[src/rtl/n64_controller_responder.sv]
// N64 controller-side responder: decodes host command bytes on the
// single-wire link and replies with the ID word or the button status.
//
// Ports:
//   clk          system clock, rising edge
//   Reset        asynchronous active-low reset
//   Data_In      raw pad level (async), 1 = line high/released
//   Data_Out_Low 1 = pull line low (open-drain enable)
//   Buttons      32-bit button status word for the status reply
//   Cmd          last decoded command, valid with Cmd_Valid
//   Cmd_Valid    one-cycle pulse when command + stop decoded
//   Busy         high from first command edge until reply finished
//   Error        one-cycle pulse on a timing abort
module n64_controller_responder #(
    parameter int CLKS_PER_US = 50,
    parameter int TIMEOUT_US  = 8,
    parameter int TURN_US     = 2
) (
    input  logic        clk,
    input  logic        Reset,
    input  logic        Data_In,
    output logic        Data_Out_Low,
    input  logic [31:0] Buttons,
    output logic [7:0]  Cmd,
    output logic        Cmd_Valid,
    output logic        Busy,
    output logic        Error
);

    localparam int TO_CYC = TIMEOUT_US * CLKS_PER_US;
    localparam int TW     = $clog2(TO_CYC + 1);
    localparam int BW     = $clog2(2 * CLKS_PER_US + 2);

    localparam logic [TW-1:0] T_TO       = TW'(TO_CYC);
    localparam logic [TW-1:0] T_1US      = TW'(CLKS_PER_US);
    localparam logic [TW-1:0] T_2US      = TW'(2 * CLKS_PER_US);
    localparam logic [TW-1:0] T_3US      = TW'(3 * CLKS_PER_US);
    localparam logic [TW-1:0] T_CELL_END = TW'(4 * CLKS_PER_US - 1);
    localparam logic [TW-1:0] T_TURN_END = TW'(TURN_US * CLKS_PER_US - 1);
    localparam logic [BW-1:0] B_SAMPLE   = BW'(2 * CLKS_PER_US);
    localparam logic [BW-1:0] B_MAX      = BW'(2 * CLKS_PER_US + 1);

    typedef enum logic [2:0] {
        IDLE,
        RX_LOW,
        RX_HIGH,
        RX_STOP,
        TURN,
        TX_BIT,
        TX_STOP
    } state_t;

    state_t state, state_n;

    // Synchronizer resets high so a released line never looks like a fall
    logic s_meta, s, s_d;
    logic fall, rise;

    always_ff @(posedge clk or negedge Reset) begin
        if (!Reset) begin
            s_meta <= 1'b1;
            s      <= 1'b1;
            s_d    <= 1'b1;
        end else begin
            s_meta <= Data_In;
            s      <= s_meta;
            s_d    <= s;
        end
    end

    assign fall = s_d & ~s;
    assign rise = ~s_d & s;

    // timer: time in current level/phase; btimer: time since bit falling edge
    logic [TW-1:0] timer, timer_n;
    logic [BW-1:0] btimer, btimer_n;
    logic [3:0]    bitcnt, bitcnt_n;
    logic [7:0]    rx_shift, rx_shift_n;
    logic [31:0]   tx_shift, tx_shift_n;
    logic [4:0]    tx_cnt, tx_cnt_n;
    logic [4:0]    tx_last, tx_last_n;
    logic [7:0]    cmd_n;
    logic          cmd_valid_n, busy_n, error_n, dol_n;
    logic          sample;

    always_ff @(posedge clk or negedge Reset) begin
        if (!Reset) begin
            state        <= IDLE;
            timer        <= '0;
            btimer       <= '0;
            bitcnt       <= '0;
            rx_shift     <= '0;
            tx_shift     <= '0;
            tx_cnt       <= '0;
            tx_last      <= '0;
            Cmd          <= 8'h00;
            Cmd_Valid    <= 1'b0;
            Busy         <= 1'b0;
            Error        <= 1'b0;
            Data_Out_Low <= 1'b0;
        end else begin
            state        <= state_n;
            timer        <= timer_n;
            btimer       <= btimer_n;
            bitcnt       <= bitcnt_n;
            rx_shift     <= rx_shift_n;
            tx_shift     <= tx_shift_n;
            tx_cnt       <= tx_cnt_n;
            tx_last      <= tx_last_n;
            Cmd          <= cmd_n;
            Cmd_Valid    <= cmd_valid_n;
            Busy         <= busy_n;
            Error        <= error_n;
            Data_Out_Low <= dol_n;
        end
    end

    // The data point is 2us after the falling edge, whether or not
    // the line has already risen by then.
    assign sample = (btimer == B_SAMPLE);

    always_comb begin
        state_n     = state;
        timer_n     = (timer == T_TO) ? timer : timer + 1'b1;
        btimer_n    = (btimer == B_MAX) ? btimer : btimer + 1'b1;
        bitcnt_n    = bitcnt;
        rx_shift_n  = rx_shift;
        tx_shift_n  = tx_shift;
        tx_cnt_n    = tx_cnt;
        tx_last_n   = tx_last;
        cmd_n       = Cmd;
        cmd_valid_n = 1'b0;
        busy_n      = Busy;
        error_n     = 1'b0;
        dol_n       = 1'b0;

        case (state)
            IDLE: begin
                if (fall) begin
                    state_n  = RX_LOW;
                    timer_n  = '0;
                    btimer_n = '0;
                    bitcnt_n = '0;
                    busy_n   = 1'b1;
                end
            end
            RX_LOW, RX_HIGH: begin
                if (sample) begin
                    rx_shift_n = {rx_shift[6:0], s};
                    bitcnt_n   = bitcnt + 1'b1;
                end
                if (state == RX_LOW && rise) begin
                    state_n = RX_HIGH;
                    timer_n = '0;
                end else if (state == RX_HIGH && fall) begin
                    state_n  = (bitcnt < 4'd8) ? RX_LOW : RX_STOP;
                    timer_n  = '0;
                    btimer_n = '0;
                end else if (timer == T_TO) begin
                    state_n = IDLE;
                    error_n = 1'b1;
                    busy_n  = 1'b0;
                end
            end
            RX_STOP: begin
                if (rise) begin
                    cmd_n       = rx_shift;
                    cmd_valid_n = 1'b1;
                    timer_n     = '0;
                    tx_cnt_n    = '0;
                    if (rx_shift == 8'h00 || rx_shift == 8'hFF) begin
                        state_n    = TURN;
                        tx_shift_n = {24'h050002, 8'h00};
                        tx_last_n  = 5'd23;
                    end else if (rx_shift == 8'h01) begin
                        state_n    = TURN;
                        tx_shift_n = Buttons;
                        tx_last_n  = 5'd31;
                    end else begin
                        state_n = IDLE;
                        busy_n  = 1'b0;
                    end
                end else if (timer == T_TO) begin
                    state_n = IDLE;
                    error_n = 1'b1;
                    busy_n  = 1'b0;
                end
            end
            TURN: begin
                if (timer == T_TURN_END) begin
                    state_n = TX_BIT;
                    timer_n = '0;
                end
            end
            TX_BIT: begin
                if (timer == T_CELL_END) begin
                    timer_n = '0;
                    if (tx_cnt == tx_last) begin
                        state_n = TX_STOP;
                    end else begin
                        tx_cnt_n   = tx_cnt + 1'b1;
                        tx_shift_n = {tx_shift[30:0], 1'b0};
                    end
                end
            end
            TX_STOP: begin
                // Line is released at T_2US; Busy drops a cycle after
                if (timer == T_2US) begin
                    state_n = IDLE;
                    busy_n  = 1'b0;
                end
            end
            default: begin
                state_n = IDLE;
                busy_n  = 1'b0;
            end
        endcase

        // Drive level follows the registered state/timer it lands with
        if (state_n == TX_BIT) begin
            dol_n = timer_n < (tx_shift_n[31] ? T_1US : T_3US);
        end else if (state_n == TX_STOP) begin
            dol_n = timer_n < T_2US;
        end
    end

endmodule

[config.mk]
export PLATFORM = sky130hd
export DESIGN_NAME = n64_controller_responder
export DESIGN_NICKNAME = d
export VERILOG_FILES = /design/src/rtl/n64_controller_responder.sv
export SDC_FILE = /design/constraint.sdc
export NUM_CORES = 1
export LEC_CHECK = 0
export CAP_MARGIN = 20
export CORE_MARGIN = 5
export CORE_UTILIZATION = 35
export DETAILED_ROUTE_END_ITERATION = 8
export GPL_TIMING_DRIVEN = 0
export PLACE_DENSITY_LB_ADDON = 0.1
export SLEW_MARGIN = 20
export SYNTH_ARGS = -nofsm -noshare
export SYNTH_HDL_FRONTEND = slang
export SYNTH_SLANG_ARGS = --single-unit
[constraint.sdc]
create_clock -name clk -period 3.2 [get_ports clk]
set_clock_uncertainty 0.1 [all_clocks]
set_input_delay 0.32 -clock clk [delete_from_list [all_inputs] [get_ports clk]]
set_output_delay 0.32 -clock clk [all_outputs]
set_load 0.01 [all_outputs]
==> flow_summary_export.csv, run 1 <==
group,metric,value,unit
synth,synthArstFlopShare,100.0,%
final_layout,n_antenna_cell,0,
setup_path,critPathMaxFanout,7,
power_and_ir_drop,power.density,666.3,nW/µm²
routing,wl_met2,4.252,mm
die,io_pins,47,
global_route,grt_max_degree,47,
timing,worst_slack,0.1762,ns
setup_path,cp-end-kind,"flip-flop",
synth,synth_nets,451,
routing,drtPass1Iterations,4,
timing,maxSlewHeadroom,53.90,%
final_layout,fin_nets,514,
synth,ys_seq_area_share,50.74,%
timing,worst_slew_pin_slew,0.6868,ns
synth,syn_area,4199,µm²
timing,fin_crit_sh,94.49,%
routing,drcViolationCount,0,
final_layout,finish.utilization,43.79,%
global_route,grt.overflow.total,0,
final_layout,design_area,5194,µm²
global_route,grt_util_all_layers,14.16,%
synth,synth-seq-cells,85,
placement,placed_area,4872,µm²
routing,antenna_left,0,
placement,port_buffers,46,
clock_tree,clk_pin_slew,0.06,ns
timing,rsz0062_at_grt,"no",
min_path,hp-class,"flip-flop to flip-flop",
setup_path,worst_ep_arrival_time,3.14,ns
synth,yosys_warnings,0,
routing,highest_layer,"met4",
routing,vias,3136,
routing,first_iter_violations,148,
placement,place_congestion,0.8464,
clock_tree,cts_htree_levels,3,
final_layout,final_common_cell,"dfrtp_1",
synth,synth_edf_count,0,
timing,finalSetupTns,0,ns
routing,drt-met1-wl,4.699,mm
final_layout,drive_gt1_share,14.59,%
final_layout,area_growth,23.69,%
outcome,status,"completed",
die,start_util,35.40,%
clock_tree,clk_path_buf_depth,2,
clock_tree,clkLatencyLatePin,0.34,ns
timing,timing.hold.ws,0.2558,ns
setup_path,worst_ep_required_time,3.31,ns
placement,hpwl,6.534,mm
final_layout,final_cell_mix,"dfrtp_1, nand2_1, clkdlybuf4s50_1",
timing,setup_viol,0,
clock_tree,cts_tree,"done",
global_route,grt_pass1_vias,3200,
synth,synth_cell_type_count,59,
synth,avgSynthCellArea,10.34,µm²
final_layout,n_fill_cell,1160,
routing,via_per_inst,5.058,
clock_tree,clkSinkCount,85,
final_layout,multi_input_area,1921,µm²
power_and_ir_drop,ir_worst_vdd,0.3456,mV
die,die_y,119.5,µm
timing,hold_viol,0,
final_layout,final-seq-area,2131,µm²
placement,place_worst_setup_slack,-0.1486,ns
power_and_ir_drop,leakage,2.375,nW
synth,synthFlopType,"dfrtp_1",
synth,syn_inst,406,
die,core_area,11860,µm²
global_route,grt_first_pass_wirelength,16.15,mm
routing,wirelength,9.396,mm
global_route,antenna_found_initial,0,
clock_tree,clock-root-buffer,"clkbuf_16",
die,placementRows,40,
timing,period_needed,3.024,ns
clock_tree,cts_buffers,9,
setup_path,worst-setup-path-type,"flip-flop to flip-flop",
flow_run,cap_viol_max_count,0,
routing,wl_per_cell,15.15,µm
routing,route.met3.wl,307,µm
timing,slew_violations,0,
timing,fmax,330.7,MHz
setup_path,critPathLaunchType,"flip-flop",
die,die_x,119.5,µm
die,die_area,14290,µm²
-- worst paths after layout --
check                         start           end  slack [ns]  cells after the start
min in group asynchronous     Reset      timer[0]        0.36                      2
setup / recovery           timer[3]  Data_Out_Low        0.18                     10
max in group asynchronous     Reset        Cmd[5]        2.09                      3
hold / removal               s_meta             s        0.26                      0
hold reg to reg              s_meta             s        0.26                      0
setup reg to reg           timer[3]  Data_Out_Low        0.18                     10
-- Yosys cell counts, types with 3 or more instances --
library cell,number,share of area (%)
nor3_1,6,0.72
buf_6,4,1.1
and3_1,5,0.74
xnor2_1,8,1.7
mux2_2,19,5.1
nand2b_1,9,1.3
o21ai_0,6,0.72
a221o_1,3,0.72
a22oi_1,27,4.8
inv_1,10,0.89
nand4_1,4,0.60
dfstp_2,3,1.9
xor2_1,12,2.5
clkbuf_1,9,0.80
a21o_1,3,0.54
nor2_1,39,3.5
dfrtp_1,82,49
nand3_1,8,0.95
nand3b_1,5,0.89
a21oi_1,7,0.83
buf_2,3,0.36
nand2_1,69,6.2
ha_1,10,3.0
o211ai_1,3,0.54
nor4_1,5,0.74
a31oi_1,4,0.60
-- report_power, final --
group / total (W) / switching (W) / internal, W
Combinational: 0.000924 / 0.000520 / 0.000404
Clock: 0.000982 / 0.000421 / 0.000561
Sequential: 0.00155 / 0.000191 / 0.00136
Total: 0.00346 / 0.00113 / 0.00233
-- timing repair --
action / 4_1_cts / 5_1_grt
endpoints found under the setup margin: 1 / 1
resized for setup: 1 / 4
pin swaps: 1 / 1
hold endpoints to repair: 36 / 0
setup buffers: 2 / 2
hold buffers: 1 / 0
-- cells by family (layout without fill, tap and decap cells) --
kind of cell | after synthesis | in the layout | synth area share, %
simple gates | 167 | 167 | 19.01
flops | 85 | 85 | 50.75
compound gates | 75 | 75 | 13.95
buf+inv | 28 | 95 | 3.575
mux | 21 | 21 | 5.572
xor+xnor | 20 | 20 | 4.172
fa+ha+maj | 10 | 10 | 2.980
-- registers in the layout (all words and copies together) (netlist names), 2 cells and up --
signal and cells:
Cmd 8, tx_cnt 5, btimer 7, rx_shift 8, timer 9, tx_shift 32, state 3, bitcnt 4
tx_last 2
-- routing by layer --
metal / track usage, % / up-vias
met4: 6.442 / 0
met3: 3.582 / 8
met1: 19.45 / 1522
li1: - / 1563
met2: 21.05 / 43
met5: 0 / -
-- critical path, cell delays in order (launching register included) --
cell and delay, ns:
dfrtp_1 0.44, or3_4 0.44, or3_1 0.42, a2111oi_4 0.30, o21ai_0 0.18, a21o_1 0.23
ha_1 0.29, inv_1 0.03, o211a_1 0.21, o221ai_1 0.14, o22ai_1 0.10
-- cell type report --
class                   instances  share of cell area [%]
clock buffers                  11                   4.866
plain buffers                  18                   2.216
inverters                      10                  0.7227
well taps                     147                   3.541
repair buffers                 52                   10.19
flip-flops and latches         85                   41.03
clock inverters                 4                  0.4577
multi-input cells             293                   36.98
-- metrics by stage --
| step | std cells | power (W) |
|---|---|---|
| after CTS | 618 | 0.003506 |
| after detailed placement | 600 | 0.002498 |
| after global placement | 599 | 0.002476 |
| final | 620 | 0.003461 |
| after floorplan | 406 | 0.002202 |
| after global routing | 620 | 0.003705 |
Note: power is estimated with default switching activity, not from simulation.
==> run 2, diff against run 1 <==
- CORE_ASPECT_RATIO: unset -> 1.25
==> flow_summary_export.csv, run 2 (synthesis results as in run 1) <==
group,metric,value,unit
outcome,status,"completed",
clock_tree,clock-root-buffer,"clkbuf_16",
global_route,grt_pass1_vias,3181,
die,die_y,132.5,µm
power_and_ir_drop,ir_worst_vdd,0.3231,mV
timing,maxSlewHeadroom,56.64,%
final_layout,largest_register_ffs,32,
final_layout,final_common_cell,"dfrtp_1",
final_layout,drive_gt1_share,15.22,%
timing,slew_violations,0,
setup_path,cp_slowest_cell,"or4_1",
routing,drcViolationCount,0,
routing,wirelength,9.292,mm
final_layout,n_fill_cell,1162,
final_layout,fin_nets,513,
global_route,use_met2,21.89,%
placement,placed_area,4878,µm²
routing,first_iter_violations,110,
final_layout,n_antenna_cell,0,
setup_path,reg2reg_to,"Data_Out_Low",
final_layout,largestRegisters,"tx_shift (32), timer (9)",
die,placementRows,44,
clock_tree,cts_htree_levels,3,
final_layout,max_flop_register,"tx_shift",
min_path,worstHoldStart,"s_meta",
global_route,grt_max_degree,45,
setup_path,worst-setup-path-type,"flip-flop to flip-flop",
setup_path,worstPathCellList,"or4_1, o22ai_2, a2111oi_4, buf_4, nand2_1, o21ai_0, a21o_1, ha_1, inv_1, o211a_1, o221ai_1, o22ai_1",
setup_path,crit_family,"compound AO/OA/AOI/OAI gates",
routing,vias,3170,
setup_path,reg2reg_depth,12,
die,start_util,35.98,%
timing,setup_viol,0,
routing,via_per_inst,5.000,
min_path,holdPathEnd,"s",
clock_tree,clk_path_buf_depth,2,
global_route,grt_util_all_layers,13.62,%
timing,fmax,338.4,MHz
global_route,grt.overflow.total,0,
final_layout,design_area,5229,µm²
timing,period_needed,2.955,ns
clock_tree,cts_buffers,9,
routing,drtPass1Iterations,4,
setup_path,r2r-start,"tx_cnt[0]",
die,die_area,14300,µm²
setup_path,cp-end-kind,"flip-flop",
timing,rsz0062_at_grt,"no",
power_and_ir_drop,power.density,673.6,nW/µm²
setup_path,critPathMaxFanout,5,
timing,fin_crit_sh,92.36,%
die,die_x,108.0,µm
clock_tree,cts_tree,"done",
setup_path,critPathLaunchType,"flip-flop",
setup_path,worst_ep_arrival_time,3.07,ns
timing,hold_viol,0,
power_and_ir_drop,leakage,2.366,nW
placement,place_congestion,0.8021,
placement,hpwl,6.574,mm
timing,worst_slew_pin_slew,0.6460,ns
setup_path,worst_ep_required_time,3.31,ns
global_route,antenna_found_initial,0,
clock_tree,clkLatencyLatePin,0.34,ns
global_route,use_met3,3.216,%
final_layout,final_cell_mix,"dfrtp_1, nand2_1, clkdlybuf4s50_1",
clock_tree,clk_pin_slew,0.07,ns
final_layout,finish.utilization,44.80,%
global_route,grt_busiest_layer,"met2",
global_route,gr-usage-met1,17.82,%
min_path,hp-class,"flip-flop to flip-flop",
routing,wl_per_cell,14.66,µm
routing,antenna_left,0,
clock_tree,clkSinkCount,85,
placement,port_buffers,46,
setup_path,r2r_setup_slack,0.24,ns
global_route,grt_first_pass_wirelength,15.72,mm
flow_run,cap_viol_max_count,0,
die,core_area,11670,µm²
setup_path,crit_buf_inv,2,
setup_path,cp.depth,12,
final_layout,area_growth,24.52,%
min_path,hold_depth,0,
die,io_pins,47,
setup_path,max_stage_delay,0.55,ns
[run 2: worst max path at each step]
stage                     slack (ns)       from      endpoint
final                           0.24  tx_cnt[0]  Data_Out_Low
after global routing           0.007   timer[3]  Data_Out_Low
after CTS                       0.02          s  Data_Out_Low
after detailed placement       -0.12   timer[0]  Data_Out_Low
after global placement         -1.55      Reset     bitcnt[0]
after floorplan                 0.28   timer[3]  Data_Out_Low
[run 2: per-stage QoR]
step	hold slack, ns	setup WS (ns)	power [W]	std cells	TNS [ns]
after global placement	0.2487	-1.549	0.002475	613	-128.08
after CTS	0.2583	0.02154	0.003548	633	0
final	0.2559	0.2446	0.003522	634	0
after detailed placement	0.2488	-0.1221	0.002500	614	-0.1221
after floorplan	-0.07559	0.2795	0.002202	406	0
after global routing	0.2642	0.006740	0.003776	634	0
[run 2: worst register-to-register path, delay by kind of cell (launching register included)]
family | cells | cell delay, ns
fa+ha+maj | 1 | 0.29
flops | 1 | 0.42
buf+inv | 2 | 0.19
compound gates | 7 | 1.23
simple gates | 2 | 0.60
[run 2: report_power, final]
part	internal [W]	switching (W)	total (W)
registers	0.00136	0.000191	0.00156
clock network	0.000577	0.000440	0.00102
logic	0.000418	0.000531	0.000949
total	0.00236	0.00116	0.00352
[run 2: metal layers]
metal	vias to the layer above	wire, µm
met5	-	0
met4	0	142
met3	11	407
met2	58	4545
met1	1547	4197
li1	1554	-
[run 2: timing repair]
action | 4_1_cts | 5_1_grt
hold endpoints to repair | 43 | 0
resized for setup | 0 | 9
hold buffers | 1 | 0
buffers inserted | 2 | 1
pin swaps | 1 | 2
setup endpoints to repair | 1 | 1
cloned | 0 | 0
[run 2: final cells by class]
cell class | count | area, µm² | share of cell area, %
inverter | 10 | 37.54 | 0.7179
multi-input combinational | 293 | 1937 | 37.04
buffer | 18 | 115.1 | 2.201
timing repair buffer | 51 | 510.5 | 9.763
clock inverter | 5 | 42.54 | 0.8136
tap | 161 | 201.4 | 3.853
clock buffer | 11 | 252.7 | 4.834
sequential | 85 | 2132 | 40.78
